$ cat src/rtl/aer_pkg.sv
// Shared state encoding, polarity constants and address helper for the AER transmitter.
package aer_pkg;

    typedef enum logic [1:0] {
        ST_IDLE    = 2'd0,
        ST_SETUP   = 2'd1,
        ST_REQ     = 2'd2,
        ST_RELEASE = 2'd3
    } aer_state_e;

    localparam logic POL_UP   = 1'b1;
    localparam logic POL_DOWN = 1'b0;

    // Source index and wire address share one encoding: channel above, polarity in the LSB.
    function automatic int unsigned aer_addr(input int unsigned ch, input logic pol);
        return (ch << 1) | {31'd0, pol};
    endfunction

endpackage

$ cat src/rtl/aer_rr_arbiter.sv
// Combinational round-robin scan: first pending source at or above ptr, wrapping at S.
module aer_rr_arbiter #(
    parameter int S     = 8,
    parameter int IDX_W = $clog2(S)
) (
    input  logic [S-1:0]     pending,
    input  logic [IDX_W-1:0] ptr,
    output logic             grant_valid,
    output logic [IDX_W-1:0] grant_idx
);

    always_comb begin
        int k;
        logic [IDX_W-1:0] kidx;
        grant_valid = 1'b0;
        grant_idx   = '0;
        k           = 0;
        kidx        = '0;
        for (int i = 0; i < S; i++) begin
            k = int'(ptr) + i;
            if (k >= S) begin
                k = k - S;
            end
            kidx = k[IDX_W-1:0];
            if (!grant_valid && pending[kidx]) begin
                grant_valid = 1'b1;
                grant_idx   = kidx;
            end
        end
    end

endmodule

$ cat src/rtl/aer_rr_transmitter.sv
// AER event transmitter: edge capture, round-robin arbitration, 4-phase req/ack link.
// Optional REQ abort timer is compiled in with `define AER_TIMEOUT_EN.
//
//  state   | meaning
//  --------+-------------------------------------------------------------
//  IDLE    | link quiet; grant when something is pending and ack_sync low
//  SETUP   | addr driven, req still low (bundled-data setup cycle)
//  REQ     | req high, waiting for ack_sync (or timer expiry)
//  RELEASE | req low, waiting for the receiver to drop ack
module aer_rr_transmitter
    import aer_pkg::*;
#(
    parameter  int NUM_CH          = 4,
    parameter  int ACK_SYNC_STAGES = 2,
    parameter  int TIMEOUT_CYCLES  = 1024,
    localparam int ADDR_W          = $clog2(NUM_CH) + 1
) (
    input  logic              clk,
    input  logic              reset,
    input  logic [NUM_CH-1:0] ev_up,
    input  logic [NUM_CH-1:0] ev_down,
    input  logic              ack,
    output logic              req,
    output logic [ADDR_W-1:0] addr,
    output logic              busy,
    output logic              overflow,
    output logic              timeout_err
);

    localparam int                S        = 2 * NUM_CH;
    localparam logic [ADDR_W-1:0] LAST_IDX = ADDR_W'(S - 1);
    localparam logic [ADDR_W-1:0] ONE_IDX  = ADDR_W'(1);

    if (NUM_CH < 2) begin : g_chk_num_ch
        $error("aer_rr_transmitter: NUM_CH must be at least 2");
    end
    if (ACK_SYNC_STAGES < 2) begin : g_chk_sync
        $error("aer_rr_transmitter: ACK_SYNC_STAGES must be at least 2");
    end
    if (TIMEOUT_CYCLES < 1) begin : g_chk_tmo
        $error("aer_rr_transmitter: TIMEOUT_CYCLES must be at least 1");
    end

    aer_state_e                 state, state_n;
    logic [ACK_SYNC_STAGES-1:0] ack_sq;
    logic                       ack_sync;
    logic [S-1:0]               src_lvl, src_q, src_rise;
    logic [S-1:0]               pending, clr_vec;
    logic [ADDR_W-1:0]          ptr, grant_idx;
    logic                       grant_valid, grant_take;
    logic                       tmo_tc;

    assign ack_sync = ack_sq[ACK_SYNC_STAGES-1];

    always_comb begin
        src_lvl = '0;
        for (int c = 0; c < NUM_CH; c++) begin
            src_lvl[aer_addr(c, POL_UP)]   = ev_up[c];
            src_lvl[aer_addr(c, POL_DOWN)] = ev_down[c];
        end
    end

    assign src_rise = src_lvl & ~src_q;

    always_comb begin
        clr_vec = '0;
        if (grant_take) begin
            clr_vec[grant_idx] = 1'b1;
        end
    end

    aer_rr_arbiter #(
        .S     (S),
        .IDX_W (ADDR_W)
    ) u_arb (
        .pending     (pending),
        .ptr         (ptr),
        .grant_valid (grant_valid),
        .grant_idx   (grant_idx)
    );

    always_ff @(posedge clk) begin
        if (reset) begin
            state    <= ST_IDLE;
            ack_sq   <= '0;
            src_q    <= '0;
            pending  <= '0;
            ptr      <= '0;
            addr     <= '0;
            overflow <= 1'b0;
        end else begin
            state    <= state_n;
            ack_sq   <= {ack_sq[ACK_SYNC_STAGES-2:0], ack};
            src_q    <= src_lvl;
            // A new edge on the source being granted this cycle stays pending.
            pending  <= (pending & ~clr_vec) | src_rise;
            overflow <= |(src_rise & pending & ~clr_vec);
            if (grant_take) begin
                addr <= grant_idx;
                ptr  <= (grant_idx == LAST_IDX) ? '0 : grant_idx + ONE_IDX;
            end
        end
    end

`ifdef AER_TIMEOUT_EN
    localparam int               TMO_W    = (TIMEOUT_CYCLES > 1) ? $clog2(TIMEOUT_CYCLES) : 1;
    localparam logic [TMO_W-1:0] TMO_LOAD = TMO_W'(TIMEOUT_CYCLES - 1);
    localparam logic [TMO_W-1:0] TMO_ONE  = TMO_W'(1);

    logic [TMO_W-1:0] tmo_cnt;
    logic             tmo_fire;

    assign tmo_tc   = (tmo_cnt == '0);
    assign tmo_fire = (state == ST_REQ) && !ack_sync && tmo_tc;

    // Loaded in SETUP so the count starts fresh on every REQ entry.
    always_ff @(posedge clk) begin
        if (reset) begin
            tmo_cnt     <= '0;
            timeout_err <= 1'b0;
        end else begin
            timeout_err <= tmo_fire;
            if (state == ST_SETUP) begin
                tmo_cnt <= TMO_LOAD;
            end else if (state == ST_REQ && !tmo_tc) begin
                tmo_cnt <= tmo_cnt - TMO_ONE;
            end
        end
    end
`else
    assign tmo_tc      = 1'b0;
    assign timeout_err = 1'b0;
`endif

    always_comb begin
        state_n    = state;
        grant_take = 1'b0;
        case (state)
            ST_IDLE: begin
                // Never restart while the receiver still holds ack from a prior transfer.
                if (grant_valid && !ack_sync) begin
                    grant_take = 1'b1;
                    state_n    = ST_SETUP;
                end
            end
            ST_SETUP: begin
                state_n = ST_REQ;
            end
            ST_REQ: begin
                if (ack_sync || tmo_tc) begin
                    state_n = ST_RELEASE;
                end
            end
            ST_RELEASE: begin
                if (!ack_sync) begin
                    state_n = ST_IDLE;
                end
            end
            default: begin
                state_n = ST_IDLE;
            end
        endcase
    end

    assign req  = (state == ST_REQ);
    assign busy = (state != ST_IDLE);

endmodule

$ cat config.mk
export PLATFORM = sky130hd
export DESIGN_NAME = aer_rr_transmitter
export DESIGN_NICKNAME = d
export VERILOG_FILES = /design/src/rtl/aer_pkg.sv /design/src/rtl/aer_rr_arbiter.sv /design/src/rtl/aer_rr_transmitter.sv
export SDC_FILE = /design/constraint.sdc
export NUM_CORES = 1
export LEC_CHECK = 0
export ABC_CLOCK_PERIOD_IN_PS = 5300
export BUFFER_PORTS_ARGS = -buffer_cell sky130_fd_sc_hd__clkbuf_2
export CORE_AREA = 2 2 83 53
export DETAILED_ROUTE_END_ITERATION = 6
export DIE_AREA = 0 0 85 55
export PLACE_DENSITY = 0.86
export SLEW_MARGIN = 0
export SYNTH_ARGS = -nofsm -noshare
export SYNTH_HDL_FRONTEND = slang
export SYNTH_SLANG_ARGS = --single-unit
$ cat constraint.sdc
create_clock -name clk -period 5.3 [get_ports clk]
set_clock_uncertainty 0.1 [all_clocks]
set_input_delay 0.265 -clock clk [delete_from_list [all_inputs] [get_ports clk]]
set_output_delay 0.265 -clock clk [all_outputs]
set_load 0.01 [all_outputs]
# Yosys cells after proc, flatten, opt, wreduce, memory -nomap -nowiden
# Index checks and enable logic that the tools add are counted.
op_classes:
  addsub: 16
  multipliers: 0
  n_div: 0
  order_cmp: 18
  eq_ne: 7
  shifts: 0
  n_mux: 50
  bitwise: 7
  n_reduce_logical: 21
op_table:
  columns: ["cell", "n"]
  rows:
  - ["3-bit 2-to-1 mux", 17]
  - ["3-bit by 4-bit less-than comparator with 1-bit output (second input constant)", 9]
  - ["8-bit bitwise AND", 4]
  - ["4-bit greater-or-equal comparator (second input constant)", 7]
  - ["1-bit binary-select mux with 3-bit select", 8]
  - ["3-bit by 1-bit subtractor with 3-bit output (second input constant)", 8]
  - ["1-bit 2-to-1 mux", 19]
  - ["3-bit by 3-bit adder with 4-bit output (second input constant)", 4]
  - ["8-bit NOT", 2]
  - ["1-bit logical AND", 9]
  - ["3-bit by 2-bit adder with 4-bit output (second input constant)", 2]
  - ["1-bit zero test", 8]
  - ["8-bit 2-to-1 mux", 1]
  - ["8-bit OR", 1]
  - ["2-bit one-hot mux with 4 select lines", 1]
  - ["8-bit OR reduction", 1]
  - ["2-bit 2-to-1 mux", 3]
  - ["3-bit by 1-bit adder with 4-bit output (second input constant)", 1]
  - ["2-bit equality test (second input constant)", 2]
  - ["3-bit by 4-bit greater-or-equal comparator with 1-bit output (second input constant)", 1]
  - ["2-bit inequality test (second input constant)", 2]
  - ["3-bit by 1-bit adder with 3-bit output (second input constant)", 1]
  - ["1-bit demux with 3-bit select", 1]
  - ["3-bit equality test (second input constant)", 1]
  - ["other kinds (6)", 6]
totals:
  ff_bits: 27
  latchBits: 0
  ram_bits: 0
  rom_bits: 0
  inputBits: 11
  output_inout_bits: 7
  wordCells: 126
  mem_count: 0

# Logic depth before layout (Yosys ltp)
logic_depth:
  word_depth: 34
  mapped_depth: 19
  ltp_nobuf: 13

# Cells and area by module
# From an unflattened synthesis, not the netlist that was laid out.
hier_totals:
  hier_cells: 212
  hier_area_um2: 1898.1
modules_own_cells:
  columns: ["mod", "instances", "cells_per_inst", "area_per_inst_um2", "seq_area_each_um2"]
  rows:
  - ["aer_rr_transmitter", 1, 112, 1084.8, 540.5]
  - ["aer_rr_arbiter", 1, 100, 813.3, 0.0]

# Worst setup path before layout
# OpenSTA, ideal clock, no wires.
synth_path:
  kind: "reg-to-reg"
  start: "register ptr[0]"
  end: "register ptr[1]"
  setup_ns: 0.128
  t_arrival_ns: 3.735
  required_ns: 5.072
  slack_ns: 1.337
  path_stages_with_launch: 18
  path_buffers: 5
  period_less_slack_ns: 3.963
  path_cell_list: "dfxtp_1 -> buf_6 -> buf_2 -> buf_2 -> inv_1 -> ha_1 -> buf_6 -> mux2_2 -> mux4_1 -> o41a_1 -> o211a_1 -> a22oi_4 -> buf_6 -> ha_1 -> inv_1 -> a211oi_1 -> a21oi_1 -> nor2_1"
synth_between:
  elab_chain_cells: 29
  word_cells_on_any_way: 83
  cone_classes: "16 x add/sub; 8 x order compare; 1 x eq/ne; 43 x mux; 15 x reduce/logical"
synth_rtl:
  columns: ["item", "line_no", "source"]
  rows:
  - ["start, declared", "aer_rr_transmitter.sv:49", "logic [ADDR_W-1:0] ptr, grant_idx;"]
  - ["start signal, assigned", "aer_rr_transmitter.sv:100", "ptr <= (grant_idx == LAST_IDX) ? '0 : grant_idx + ONE_IDX;"]
  - ["branches (longest 29 deep; another with 3-bit by 1-bit adder with 4-bit output)", null, null]
# Parallel ways; which one is timed is not known. The select of a mux whose other input is x is not followed.
# A chain may end at the register's enable or synchronous reset.

# Worst setup path after layout
layout_path:
  start: "register ptr[1]"
  end: "register overflow"
layout_between:
  elab_chain_cells: 34
  word_cells_on_any_way: 89
  cone_classes: "15 x add/sub; 10 x order compare; 45 x mux; 2 x bitwise; 17 x reduce/logical"
layout_rtl:
  columns: ["item", "line_no", "source"]
  rows:
  - ["branches (longest 30 deep; another with 3-bit by 1-bit adder with 4-bit output)", null, null]
  - ["8-bit 2-to-1 mux *", "aer_rr_transmitter.sv:67", "if (grant_take) begin"]
  - ["8-bit NOT *", "aer_rr_transmitter.sv:97", "overflow <= |(src_rise & pending & ~clr_vec);"]
  - ["8-bit bitwise AND *", "aer_rr_transmitter.sv:97", null]
  - ["8-bit OR reduction *", "aer_rr_transmitter.sv:97", null]
  - ["end signal, assigned", "aer_rr_transmitter.sv:97", null]
  - ["end, declared", "aer_rr_transmitter.sv:26", "output logic overflow,"]
# Mark *: on every way between the ends. The select of a mux whose other input is x is not followed.

==> results.toml <==
[run_status]
outcome = "complete, no violations"

[placement]
gp_congestion = 0.934
dp_hpwl_um = 4030
portBuffers = 16
dpl_worst_slack_ns = 0.735

[clock_tree]
cts_tree = "done"
post_cts.repair.setup_buffers = 0
ctsHtreeMaxLevel = 1
cts.reportedPaths.clkPinSlew_ns = 0.09
worstSkewPairLatency_ns = 0.27
cts_hold_buf = 0
root_buffer = "clkbuf_8"
cts.repair.resized = 0
clockBufferDepth = 2
cts_sinks = 27
cts-buffers-inserted = 3

[grt]
grt_max_degree = 28
grt_pass1_vias = 1917
antenna_found_initial = 0
grt_usage_pct = 24.5
grt_first_pass_wirelength_um = 9020
grt_overflow = 0

[worst_setup_path]
critPathRequiredTime_ns = 5.34
r2r-start = "ptr[1]$_SDFFE_PP0P_"
r2r_slack_ns = 0.64
crit_type = "flip-flop to flip-flop"
startpoint = "ptr[1]$_SDFFE_PP0P_"
cp.arrival_ns = 4.70
rr_worst_depth = 11
critPathCaptureType = "flip-flop"
crit-reg2reg-capture = "overflow$_SDFF_PP0_"
startpoint_type = "flip-flop"
crit_path_end = "overflow$_SDFF_PP0_"
worstPathMaxFanout = 19

[power]
powerDensity_nw_per_um2 = 650
ir_drop_mv = 0.408
cellLeakagePower_nw = 0.969

[yosys]
yosys.area.top_type_share_pct = 23.2
synth_seq_area_share_pct = 23.2
synth_async_sr_flop_share_pct = 0
netlist_instances = 253
synth_edf_count = 0
ys_types = 63
synth_area_um2 = 2330
ys_warn_count = 0
synth.area.top_cells = "dfxtp_1 23%, mux4_2 11%, mux2i_1 7.3%, nor2b_1 4.3%, ha_1 3.8%"
synth_seq_cells = 27
synth_top_cell_by_area = "dfxtp_1"
ys.flop_type = "dfxtp_1"
syn_avg_cell_area_um2 = 9.21
syn_nets = 271

[die]
initial_core_util_pct = 59.1
rows = 18
core-area_um2 = 3940
io_pins = 18
die_w_um = 85
dieArea_um2 = 4680
die_height_um = 55

[detailed_routing]
post_drt_wl_per_cell_um = 17.4
drt_wl_total_um = 5370
drcViolationCount = 0
first_pass_iters = 4
via_count = 2018
antenna_left = 0
routed_via_density = 6.53
drtIter0Drc = 158

[finish]
layout_common_cells = "27 x dfxtp_1, 22 x nor2_1, 17 x mux2i_1, 17 x a21oi_1"
drive_gt1_share_pct = 19.3
nets = 278
layout_commonest_cell = "dfxtp_1"
fillerInstances = 316
area_delta_synth_final_pct = 4.62
antenna_cells = 0

[sta]
worst_slew_pin_slew_ns = 0.836
fin_ws_ns = 0.636
rsz0062_at_grt = "false"
period_share_pct = 88.0
setup_viol_count_final = 0
final.min_clock_period_ns = 4.66
fin_tns_setup_ns = 0
finalMaxSlewViolations = 0
fmax_ghz = 0.214
maxSlewHeadroom_pct = 44.3
report.final.hold_viol_count = 0

[run]
drv_cap = 0

[worst_hold_path]
worstHoldPathType = "input pin to flip-flop"
==> stage by stage <==
stage	cells	hold slack [ns]	cell area (um^2)	power, W	util, %
3_3_place_gp	305	0.327	2390	0.00141	60.7
2_1_floorplan	253	0.293	2330	0.00126	-
4_1_cts	309	0.115	2440	0.00156	61.9
5_1_grt	309	0.134	2440	0.00170	61.9
3_5_place_dp	305	0.362	2390	0.00145	60.7
6_report	309	0.111	2440	0.00158	61.9
==> synthesized netlist by cell type (2+ instances only) <==
library cell / count
a211oi_1: 4
a21boi_0: 2
a21o_1: 2
a21oi_1: 17
a31oi_1: 2
buf_2: 5
buf_6: 3
clkbuf_1: 6
dfxtp_1: 27
ha_1: 7
inv_1: 14
mux2_2: 3
mux2i_1: 17
mux4_1: 2
mux4_2: 11
nand2_1: 13
nand2b_1: 5
nand3_1: 12
nand3b_1: 5
nand4_1: 4
nor2_1: 22
nor2b_1: 16
o211a_1: 2
o211ai_1: 2
o21ai_0: 8
o22ai_1: 4
xor2_1: 2
==> where the power goes <==
part / internal, W / switching (W) / total [W]
logic: 0.000477 / 0.000698 / 0.00118
clock network: 0.0000526 / 0.0000633 / 0.000116
registers: 0.000242 / 0.0000511 / 0.000293
==> layout make-up <==
| class | count | area [um^2] | share of cell area [%] |
|---|---|---|---|
| Multi-Input combinational cell | 197 | 1650 | 67.6 |
| Sequential cell | 27 | 541 | 22.2 |
| Timing Repair Buffer | 17 | 87.6 | 3.59 |
| Tap cell | 50 | 62.6 | 2.57 |
| Inverter | 14 | 52.6 | 2.15 |
| Clock buffer | 3 | 41.3 | 1.69 |
| Clock inverter | 1 | 5.00 | 0.205 |
==> critical path, stage by stage, from the launching register on <==
cell	delay (ns)
dfxtp_1	0.64
inv_1	0.24
ha_1	0.90
mux2i_1	0.25
mux4_2	0.55
a221oi_1	0.31
nor4bb_1	0.10
a211o_1	0.33
o21ai_1	0.59
a31oi_1	0.20
o22ai_1	0.19
a41oi_2	0.13
==> worst min path at each step <==
stage	startpoint	endpoint	slack, ns	depth (start not counted)
after floorplan	ack	ack_sq[0]$_SDFF_PP0_	0.29	1
after global placement	ack_sq[0]$_SDFF_PP0_	ack_sq[1]$_SDFF_PP0_	0.33	1
final	ev_up[3]	src_q[7]$_SDFF_PP0_	0.11	2
after detailed placement	ack_sq[0]$_SDFF_PP0_	ack_sq[1]$_SDFF_PP0_	0.36	1
after global routing	ev_up[2]	src_q[5]$_SDFF_PP0_	0.13	2
after CTS	ev_up[3]	src_q[7]$_SDFF_PP0_	0.11	2
==> sequential cells by signal, indices dropped and copies added, names as in the netlist <==
register,cells
overflow,1
state,2
src_q,8
ack_sq,2
pending,8
addr,3
ptr,3
==> layer usage <==
metal,track usage (%),share of wire (%),vias to the layer above
li1,-,-,951
met5,0,0,-
met1,34.3,48,980
met4,5.29,0.63,0
met3,3.56,7.5,5
met2,41.3,44,82
==> kinds of logic (layout without fill, tap and decap cells) <==
family,Yosys count,after routing,synth area share [%]
flops,27,27,23.2
buf+inv,29,35,6.07
other cells,1,1,0.161
simple gates,85,85,19.7
fa+ha+maj,7,7,3.76
mux,36,36,23.3
compound gates,64,64,22.0
xor+xnor,4,4,1.83
Note: power is estimated with default switching activity, not from simulation.
